<file path="src/rtl/lowest_free_slot_allocator.sv">
// Lowest-free slot allocator: used-slot bitmap, rightmost-zero grant, multi-hot release.
// Optional RELEASE_BYPASS_EN lets a slot released this cycle be granted in the same cycle.
module lowest_free_slot_allocator #(
  parameter int SLOT_COUNT = 8
) (
  input  logic                             clock,
  input  logic                             clear,
  input  logic                             alloc_valid,
  output logic                             alloc_ready,
  output logic [SLOT_COUNT-1:0]            alloc_slot,
  input  logic                             release_valid,
  input  logic [SLOT_COUNT-1:0]            release_mask,
  output logic [SLOT_COUNT-1:0]            used_map,
  output logic [$clog2(SLOT_COUNT+1)-1:0]  free_count,
  output logic                             full,
  output logic                             empty,
  output logic                             release_error
);

  localparam int COUNT_WIDTH = $clog2(SLOT_COUNT + 1);

  function automatic logic [COUNT_WIDTH-1:0] popcount(input logic [SLOT_COUNT-1:0] v);
    logic [COUNT_WIDTH-1:0] n;
    n = '0;
    for (int i = 0; i < SLOT_COUNT; i++) begin
      n = n + COUNT_WIDTH'(v[i]);
    end
    return n;
  endfunction

  logic [SLOT_COUNT-1:0]  rel_eff;
  logic [SLOT_COUNT-1:0]  cand;
  logic [SLOT_COUNT-1:0]  cand_inc;
  logic [SLOT_COUNT-1:0]  rel_hit;
  logic [SLOT_COUNT-1:0]  next_map;
  logic [COUNT_WIDTH-1:0] next_free;
  logic                   grant;

  always_comb begin
    rel_eff = release_valid ? release_mask : '0;
`ifdef RELEASE_BYPASS_EN
    cand = used_map & ~rel_eff;
`else
    cand = used_map;
`endif
    // Rightmost zero of cand; carry out dropped so an all-ones map grants nothing.
    cand_inc    = cand + SLOT_COUNT'(1);
    alloc_slot  = ~cand & cand_inc;
    alloc_ready = |alloc_slot;
    grant       = alloc_valid & alloc_ready;
    rel_hit     = rel_eff & used_map;
    next_map    = (used_map & ~rel_eff) | (grant ? alloc_slot : '0);
    next_free   = free_count + popcount(rel_hit) - COUNT_WIDTH'(grant);
  end

  always_ff @(posedge clock or posedge clear) begin
    if (clear) begin
      used_map      <= '0;
      free_count    <= COUNT_WIDTH'(SLOT_COUNT);
      full          <= 1'b0;
      empty         <= 1'b1;
      release_error <= 1'b0;
    end else begin
      used_map      <= next_map;
      free_count    <= next_free;
      full          <= &next_map;
      empty         <= ~|next_map;
      release_error <= release_error | (|(rel_eff & ~used_map));
    end
  end

endmodule

</file>
<file path="config.mk">
export PLATFORM = sky130hd
export DESIGN_NAME = lowest_free_slot_allocator
export DESIGN_NICKNAME = d
export VERILOG_FILES = /design/src/rtl/lowest_free_slot_allocator.sv
export SDC_FILE = /design/constraint.sdc
export NUM_CORES = 1
export LEC_CHECK = 0
export ABC_AREA = 0
export ABC_CLOCK_PERIOD_IN_PS = 5300
export CAP_MARGIN = 5
export CORE_MARGIN = 4
export CORE_UTILIZATION = 46
export CTS_CLUSTER_DIAMETER = 80
export DETAILED_ROUTE_END_ITERATION = 8
export HOLD_SLACK_MARGIN = 0.06
export PLACE_DENSITY_LB_ADDON = 0.05
export SYNTH_ARGS = -nofsm -noshare
export SYNTH_HDL_FRONTEND = slang
export SYNTH_SLANG_ARGS = --single-unit
</file>
<file path="constraint.sdc">
create_clock -name clock -period 5.3 [get_ports clock]
set_clock_uncertainty 0.05 [all_clocks]
set_input_delay 1.06 -clock clock [delete_from_list [all_inputs] [get_ports clock]]
set_output_delay 1.06 -clock clock [all_outputs]
set_load 0.005 [all_outputs]
</file>
==> reports/metrics.yaml <==
outcome:
  outcome: "completed"
power_and_ir_drop:
  p_clk_share_pct: 11.9
  p_seq_share_pct: 32.6
  p_per_area_nw_per_um2: 372
  swShare_pct: 37.9
  power.net_switching_w: 0.000214
  p_total_w: 0.000566
  power.leakage_nw: 0.680
  intPower_w: 0.000352
  ir_drop_mv: 0.349
  p_comb_share_pct: 55.5
clock_tree:
  numClockSinks: 15
  cts_setup_buffers: 0
  cts_resized: 0
  h-tree-depth: 1
  clk-insertion-delay-late_ns: 0.29
  numCtsBuffers: 3
  path_clk_slew_ns: 0.09
  clockBufferDepth: 2
  ctsHoldBuffers: 0
  cts_tree: "yes"
  root_buffer: "clkbuf_4"
grt:
  grt_max_degree: 16
  grt_overflow: 0
  antenna_found_initial: 0
  grt_pass1_wl_um: 4840
  grt_pass1_vias: 1079
  grt_usage_pct: 19.0
final_layout:
  fillers: 201
  final_cell_mix: "clkdlybuf4s50_1, inv_1, nand2_1"
  layout.nets: 192
  syn2layout_area_growth_pct: 33.7
  final_common_cell: "clkdlybuf4s50_1"
  drive_above_1_share_pct: 7.78
  n_antenna_cell: 0
route:
  detail-route-antenna-nets: 0
  drtIter0Drc: 31
  dr.pass1.iters: 4
  vias: 1077
  vias_per_cell: 5.52
  wire_per_inst_um: 14.5
  remaining_drc_errors: 0
  drt-total-wl_um: 2830
sta:
  setup_violations: 0
  tightest_slew_ns: 0.575
  rsz0062_at_grt: "false"
  slew_headroom_pct: 61.7
  slew_violations: 0
  hold_viol_final: 0
  fmax_mhz: 224
  fin_ws_ns: 0.832
  fin_crit_ns: 4.47
  finalCritPeriodShare_pct: 84.3
  tns_ns: 0
die:
  die_h_um: 57.8
  dieArea_um2: 3340
  ioPinCount: 36
  start_util_pct: 50.1
  rows: 17
  core_area_um2: 2280
  die_w_um: 57.8
hold_path:
  hold_class: "flip-flop to flip-flop"
yosys:
  synth_edf_count: 0
  ys_seq_elements: 15
  avgSynthCellArea_um2: 8.70
  yosys_warnings: 0
  yosysSeqAreaShare_pct: 33.2
  yosys.area.top_type_share_pct: 28.5
  syn_nets: 155
  synth-main-ff-cell: "dfrtp_1"
  synth_top_area_cell: "dfrtp_1"
  ys_async_sr_fraction_pct: 100
  synth.area.top_cells: "dfrtp_1, fa_1, inv_1"
  synth_cell_types: 32
  synth_area_um2: 1140
  syn_inst: 131
worst_setup_path:
  start_kind: "primary input"
  r2r_slack_ns: 1.18
  critPathCaptureType: "flip-flop"
  crit_fanout: 13
  crit_required_ns: 5.42
  worstPathArrival_ns: 4.59
  critical_path_class: "primary input to flip-flop"
placement:
  portBuffers: 35
  hpwlAfterDp_um: 2290
  pre_cts_slack_ns: 0.549
  gp_congestion: 0.824
job:
  cap_violations: 0
==> through the flow <==
step           hold slack (ns)  instance area [um^2]  std cells  utilization [%]
3_5_place_dp             0.404                  1500        191             65.8
4_1_cts                  0.430                  1520        195             67.0
2_1_floorplan            0.401                  1140        131                -
6_report                 0.422                  1520        195             67.0
3_3_place_gp             0.404                  1500        191             65.8
5_1_grt                  0.465                  1520        195             67.0
==> sequential cells by signal, summed over array words and instances (netlist names) <==
register and flops:
used_map 8, free_count 4, empty 1, full 1, release_error 1
==> cell type report <==
cell class / count / area, um^2 / area share (%)
clock buffers: 4 / 26.3 / 1.72
repair buffers: 35 / 350 / 23.0
multi-input cells: 89 / 644 / 42.3
well taps: 28 / 35.0 / 2.30
inverters: 24 / 90.1 / 5.91
flip-flops and latches: 15 / 378 / 24.8
==> synth_stat cells, drive strengths merged (2+ instances only) <==
| cell type | number |
|---|---|
| nor2 | 12 |
| inv | 24 |
| nand3 | 5 |
| a21o | 2 |
| nor3 | 2 |
| a22oi | 6 |
| xnor2 | 5 |
| o21ai | 5 |
| ha | 6 |
| nand4 | 3 |
| and3 | 3 |
| nand2 | 20 |
| buf | 3 |
| o31ai | 2 |
| dfrtp | 13 |
| dfstp | 2 |
| a21oi | 3 |
| fa | 6 |
==> final timing paths <==
path	endpoint	depth (start not counted)	start
min	release_error$_DFF_PP0_	1	release_error$_DFF_PP0_
min in group asynchronous	used_map[4]$_DFF_PP0_	2	clear
min reg2reg	release_error$_DFF_PP0_	1	release_error$_DFF_PP0_
max	free_count[2]$_DFF_PP0_	10	release_valid
max reg2reg	free_count[2]$_DFF_PP0_	12	used_map[0]$_DFF_PP0_
max in group asynchronous	free_count[3]$_DFF_PP1_	2	clear
==> layer usage <==
| layer | track usage (%) | part of all wire [%] |
|---|---|---|
| met1 | 26.1 | 44 |
| met2 | 28.1 | 44 |
| met3 | 3.34 | 9.1 |
| met4 | 10.6 | 2.8 |
| met5 | 0 | 0 |
==> critical path, stage by stage <==
cell,delay [ns]
clkdlybuf4s50_1,0.76
nand2_1,0.15
nor2_1,0.15
fa_1,0.44
fa_1,0.47
fa_1,0.54
inv_1,0.05
fa_1,0.43
fa_1,0.39
xnor2_1,0.13
==> power by group through the flow <==
stage | sequential [W] | combinational (W) | clock (W)
after floorplan | 0.000176 | 0.000206 | 0
after global placement | 0.000185 | 0.000301 | 0
after detailed placement | 0.000186 | 0.000318 | 0
after CTS | 0.000184 | 0.000320 | 0.0000684
after global routing | 0.000189 | 0.000350 | 0.0000757
final | 0.000185 | 0.000314 | 0.0000674
==> kinds of logic after synthesis <==
family | share of synthesized area [%]
and+or+nand+nor | 21.0
DFF | 33.2
adders and majority gates | 17.1
xor gates and xnor gates | 3.84
AOI/OAI and AO/OA | 13.3
muxes | 1.32
buffers and inverters | 10.3
No activity file was read; power rests on OpenSTA's default activity.
